<file path="config.mk">
export PLATFORM = sky130hd
export DESIGN_NAME = writeback_unit
export DESIGN_NICKNAME = d
export VERILOG_FILES = /design/src/rtl/writeback_unit.sv
export SDC_FILE = /design/constraint.sdc
export NUM_CORES = 1
export LEC_CHECK = 0
export BUFFER_PORTS_ARGS = -buffer_cell sky130_fd_sc_hd__buf_2
export CAP_MARGIN = 20
export CORE_ASPECT_RATIO = 0.6
export CORE_UTILIZATION = 49
export CTS_CLUSTER_DIAMETER = 150
export DETAILED_ROUTE_END_ITERATION = 10
export PLACE_DENSITY_LB_ADDON = 0.12
export REMOVE_ABC_BUFFERS = 1
export SLEW_MARGIN = 20
export SYNTH_ARGS = -nofsm -noshare
export SYNTH_HDL_FRONTEND = slang
export SYNTH_SLANG_ARGS = --single-unit
</file>
<file path="constraint.sdc">
create_clock -name clk -period 2.48 [get_ports clk]
set_clock_uncertainty 0.15 [all_clocks]
set_input_delay 0.372 -clock clk [delete_from_list [all_inputs] [get_ports clk]]
set_output_delay 0.372 -clock clk [all_outputs]
set_load 0.02 [all_outputs]
</file>
<file path="src/rtl/writeback_unit.sv">
// Writeback stage: commits ALU results and aligned/extended load data to the register file.
// Latency: ALU 1 cycle after accept; load 1 cycle after mem_rsp_valid.
// Backpressure: in_ready is low for the whole time a load is outstanding (WAIT_MEM).
//
// Ports:
//   clk, rst_n                      clock, async active-low reset
//   in_valid/in_ready + in_*        execute bundle handshake and payload
//   mem_rsp_valid, mem_rdata        memory read response
//   rf_we, rf_waddr, rf_wdata       registered one-cycle register-file write
//   pend_valid, pend_dest           outstanding-load scoreboard for hazard logic
//   err_timeout/misalign/unexp_rsp  sticky error flags, cleared only by reset
module writeback_unit #(
  parameter int DATA_W      = 32,
  parameter int REG_AW      = 3,
  parameter int TIMEOUT_CYC = 64,
  parameter int ZERO_REG_EN = 0,
  localparam int OFF_W      = $clog2(DATA_W / 8)
) (
  input  logic              clk,
  input  logic              rst_n,
  input  logic              in_valid,
  output logic              in_ready,
  input  logic [REG_AW-1:0] in_dest,
  input  logic [DATA_W-1:0] in_result,
  input  logic              in_reg_write,
  input  logic              in_mem_read,
  input  logic [1:0]        in_ld_size,
  input  logic              in_ld_signed,
  input  logic [OFF_W-1:0]  in_ld_off,
  input  logic              mem_rsp_valid,
  input  logic [DATA_W-1:0] mem_rdata,
  output logic              rf_we,
  output logic [REG_AW-1:0] rf_waddr,
  output logic [DATA_W-1:0] rf_wdata,
  output logic              pend_valid,
  output logic [REG_AW-1:0] pend_dest,
  output logic              err_timeout,
  output logic              err_misalign,
  output logic              err_unexp_rsp
);

  localparam int CNT_W = (TIMEOUT_CYC > 0) ? $clog2(TIMEOUT_CYC + 1) : 1;
  // Last counter value of the wait window; reaching it without a response aborts.
  localparam int LIM   = (TIMEOUT_CYC > 0) ? TIMEOUT_CYC - 1 : 0;

  typedef enum logic {S_IDLE, S_WAIT_MEM} state_t;

  state_t              state_q;
  logic [REG_AW-1:0]   dest_q;
  logic [1:0]          size_q;
  logic                signed_q;
  logic [OFF_W-1:0]    off_q;
  logic                regw_q;
  logic [CNT_W-1:0]    cnt_q;
  logic                rf_we_q;
  logic [REG_AW-1:0]   rf_waddr_q;
  logic [DATA_W-1:0]   rf_wdata_q;
  logic                err_timeout_q;
  logic                err_misalign_q;
  logic                err_unexp_q;

  logic                misalign_d;
  logic                alu_we_d;
  logic                ld_we_d;
  logic [DATA_W-1:0]   shifted_d;
  logic [DATA_W-1:0]   keep_mask_d;
  logic                sign_bit_d;
  logic [DATA_W-1:0]   ld_data_d;

  always_comb begin
    misalign_d = 1'b0;
    case (in_ld_size)
      2'b01:   misalign_d = in_ld_off[0];
      2'b10:   misalign_d = (in_ld_off[1:0] != 2'b00);
      2'b11:   misalign_d = (in_ld_off != '0);
      default: misalign_d = 1'b0;
    endcase
  end

  assign alu_we_d = in_reg_write & ~((ZERO_REG_EN != 0) & (in_dest == '0));
  assign ld_we_d  = regw_q & ~((ZERO_REG_EN != 0) & (dest_q == '0));

  // Load alignment: bring the addressed byte lane to bit 0, keep the access
  // width, then fill the upper bits with the sign bit or zeros. Size 11 keeps
  // the full datapath, which on a 32-bit build is identical to size 10.
  always_comb begin
    shifted_d   = mem_rdata >> {off_q, 3'b000};
    keep_mask_d = '1;
    sign_bit_d  = shifted_d[DATA_W-1];
    case (size_q)
      2'b00: begin
        keep_mask_d = DATA_W'(8'hFF);
        sign_bit_d  = shifted_d[7];
      end
      2'b01: begin
        keep_mask_d = DATA_W'(16'hFFFF);
        sign_bit_d  = shifted_d[15];
      end
      2'b10: begin
        keep_mask_d = DATA_W'(32'hFFFF_FFFF);
        sign_bit_d  = shifted_d[31];
      end
      default: begin
        keep_mask_d = '1;
        sign_bit_d  = shifted_d[DATA_W-1];
      end
    endcase
    ld_data_d = (shifted_d & keep_mask_d) |
                ({DATA_W{signed_q & sign_bit_d}} & ~keep_mask_d);
  end

  always_ff @(posedge clk or negedge rst_n) begin
    if (!rst_n) begin
      state_q        <= S_IDLE;
      dest_q         <= '0;
      size_q         <= '0;
      signed_q       <= 1'b0;
      off_q          <= '0;
      regw_q         <= 1'b0;
      cnt_q          <= '0;
      rf_we_q        <= 1'b0;
      rf_waddr_q     <= '0;
      rf_wdata_q     <= '0;
      err_timeout_q  <= 1'b0;
      err_misalign_q <= 1'b0;
      err_unexp_q    <= 1'b0;
    end else begin
      rf_we_q <= 1'b0;
      if (mem_rsp_valid && (state_q == S_IDLE)) begin
        err_unexp_q <= 1'b1;
      end
      case (state_q)
        S_IDLE: begin
          if (in_valid) begin
            if (!in_mem_read) begin
              rf_we_q    <= alu_we_d;
              rf_waddr_q <= in_dest;
              rf_wdata_q <= in_result;
            end else if (misalign_d) begin
              // Bad load is consumed and dropped; stage stays available.
              err_misalign_q <= 1'b1;
            end else begin
              state_q  <= S_WAIT_MEM;
              dest_q   <= in_dest;
              size_q   <= in_ld_size;
              signed_q <= in_ld_signed;
              off_q    <= in_ld_off;
              regw_q   <= in_reg_write;
              cnt_q    <= '0;
            end
          end
        end
        S_WAIT_MEM: begin
          // A response on the limit cycle takes priority over the timeout.
          if (mem_rsp_valid) begin
            rf_we_q    <= ld_we_d;
            rf_waddr_q <= dest_q;
            rf_wdata_q <= ld_data_d;
            state_q    <= S_IDLE;
            cnt_q      <= '0;
          end else if ((TIMEOUT_CYC != 0) && (cnt_q == CNT_W'(LIM))) begin
            err_timeout_q <= 1'b1;
            state_q       <= S_IDLE;
            cnt_q         <= '0;
          end else if (TIMEOUT_CYC != 0) begin
            cnt_q <= cnt_q + CNT_W'(1);
          end
        end
        default: state_q <= S_IDLE;
      endcase
    end
  end

  // in_ready is held low while reset is asserted.
  assign in_ready      = (state_q == S_IDLE) & rst_n;
  assign pend_valid    = (state_q == S_WAIT_MEM);
  assign pend_dest     = pend_valid ? dest_q : '0;
  assign rf_we         = rf_we_q;
  assign rf_waddr      = rf_waddr_q;
  assign rf_wdata      = rf_wdata_q;
  assign err_timeout   = err_timeout_q;
  assign err_misalign  = err_misalign_q;
  assign err_unexp_rsp = err_unexp_q;

endmodule

</file>
==> results.tsv <==
metric	value	unit
status	completed	
first-pass GRT wire length	13850	µm
CP Launch Type	flop	
Final setup viols	0	
drt pass-1 iters	4	
Critical Path AT	2190	ps
Slew Viols, Final	0	
final design area excluding fillers	3905	µm²
Post-CTS Setup Bufs	0	
core box area	5807	µm²
crit end category	flop	
Post-Synthesis Cell Area	3085	µm²
total power draw	3.003	mW
Util after Layout	0.6725	
Routed Antenna Nets	0	
fmax	0.4622	GHz
vias in the first global route	2637	
Synth warnings	0	
sequential fraction of the synthesis area	0.4542	
final worst-path cycle share	0.8724	
chip width	104.4	µm
Final Hold Fails	0	
register-to-register setup slack	320	ps
vias	2839	
Total GRT Usage	0.2725	
Clock transition at path regs	100	ps
Placed Area	3784	µm²
Antenna diodes	0	
Power Density	769.0	nW/µm²
# nets final	510	
r2r startpoint	off_q[1]	
CTS tree	yes	
DRC	0	
Main synth FF type	dfrtp_1	
final WL	8496	µm
Cell variety after synth	41	
critical path required time	2510	ps
Crit Path Class	flop to flop	
complex-gate fraction of the synthesized area	0.1955	
Min Clock Period, post-route	2163	ps
Slew @ Worst Pin	773.9	ps
Final TNS setup	0	ps
initial antenna violation count	0	
root buffer cell	clkbuf_8	
hold_buf cts	0	
Adder-Cell Fraction of Synth Area	0.004055	
Hold Crit Class	primary input to async pin	
worst r2r path cells	5	
Max stage delay on crit path	530	ps
crit-path cells	mux4_2 > a31o_1 > a211oi_4 > buf_4 > a211oi_1	
commonest non-fill, non-tap cell in the layout	buf_2	
IR Drop Worst-Case VDD	343.5	µV
total CTS buffers	5	
routed vias/inst	5.545	
synthesis-to-layout area growth	26.56	%
share of layout cells above drive strength 1	0.4306	
DP HPWL	6332	µm
synthesized flop and latch total	56	
Buffers on Ports	121	
hold slack	108.0	ps
initial core utilization	0.5314	
Synth Area in Simple Gates	0.1586	
RSZ-0062 raised after global routing	false	
Pleak	1.758	nW
slowest CP cell	mux4_2	
crit-path max FO	16	
Die Y	63.47	µm
CTS Buffer Depth	2	
Top Ports	122	
Die ar.	6629	µm²
Slew headroom	0.4830	
DRT iter0 DRCs	181	
CTS resizes	0	
filler instances	471	
XOR/XNOR Fraction of Synth Area	0	
largest net degree at the start of global routing	57	
FF-to-FF End	rf_wdata[25]	
max_cap viols	0	
synthesized netlist cell count	313	
worst skew pair latency	310	ps
Post-synth ARST share	1.000	
TritonCTS Sinks	56	
syn_area_per_cell	9.858	µm²
global route overflow	0	
H-tree levels	2	
row count	21	
mux cell area share after synthesis	0.1525	
Post-synth EDFFs	0	
commonest cells after routing, fill and taps aside	buf_2, dfrtp_1, nand2_1, nor2_1, o21ai_0	
WL/cell	16.59	µm
main combinational cell family by area after synthesis	compound AO/OA/AOI/OAI gates	
gp weighted congestion	0.9018	
routing by layer:
layer,vias to the layer above,global-route usage,share of wire
met5,-,0,0
met4,0,0.06607,0.013
met3,12,0.05901,0.090
met2,134,0.3725,0.41
met1,1320,0.4310,0.49
li1,1373,-,-
worst max-delay path: cells and delay by family, from the launching register on:
family                 cells  cell delay (ps)
AOI/OAI and AO/OA          3              660
buffers and inverters      1              290
DFF                        1              390
muxes                      1              530
synthesized netlist by cell type, types with 3 or more instances:
cell type  number  share of area
nand2_1        48          0.058
dfrtp_1        56           0.45
and2_1          3         0.0061
nor2b_1         4         0.0081
nor2_1         28          0.034
a21oi_1        23          0.037
nor3_1         16          0.026
a211oi_2       10          0.041
o21ai_0        25          0.041
a221oi_1        7          0.020
buf_2           3         0.0049
nand3_1         4         0.0065
clkbuf_1       16          0.019
mux2_2         24          0.088
nand2b_1        3         0.0061
a211oi_1        6          0.015
mux4_2          8          0.058
logic make-up after synthesis:
kind of cell / Yosys count
multiplexers: 34
AO/OA/AOI/OAI: 86
AND/OR/NAND/NOR: 112
buffers and inverters: 24
adder cells (fa/ha/maj): 1
flip-flops: 56
metrics by stage:
step	setup WS [ps]	std cells
4_1_cts	329.4	512
3_3_place_gp	300.4	504
3_5_place_dp	252.1	504
2_1_floorplan	-347.8	291
5_1_grt	183.2	512
6_report	316.5	512
power breakdown:
part           leakage (nW)  internal (mW)  switching [mW]
clock                0.0614          0.331           0.304
sequential            0.657           1.10           0.124
combinational          1.04          0.472           0.669
how the worst max path moves through the flow:
stage                        from  cells past startpoint  slack (ps)      endpoint
floorplan              pend_valid                      4        -350  rf_wdata[31]
global placement    mem_rdata[31]                      6         300  rf_wdata[25]
detailed placement  mem_rdata[31]                      6         250  rf_wdata[25]
CTS                      off_q[1]                      5         330  rf_wdata[25]
global route             off_q[0]                      4         180  rf_wdata[13]
finish                   off_q[1]                      5         320  rf_wdata[25]
final cells by class:
type | count | area (µm²) | share of cell area
Multi-Input combinational cell | 233 | 1579 | 0.4044
Sequential cell | 56 | 1401 | 0.3589
Timing Repair Buffer | 133 | 695.7 | 0.1781
Tap cell | 80 | 100.1 | 0.02563
Clock buffer | 6 | 82.58 | 0.02115
Clock inverter | 2 | 38.79 | 0.009933
Inverter | 2 | 7.507 | 0.001922
sequential cells by signal, indices dropped and copies added (netlist names):
name           cells
err_timeout        1
rf_wdata          32
rf_waddr           3
off_q              2
rf_we              1
size_q             2
err_misalign       1
ld_we_d            1
dest_q             3
err_unexp_rsp      1
cnt_q              7
pend_valid         1
signed_q           1
No activity file was read; power rests on OpenSTA's default activity.
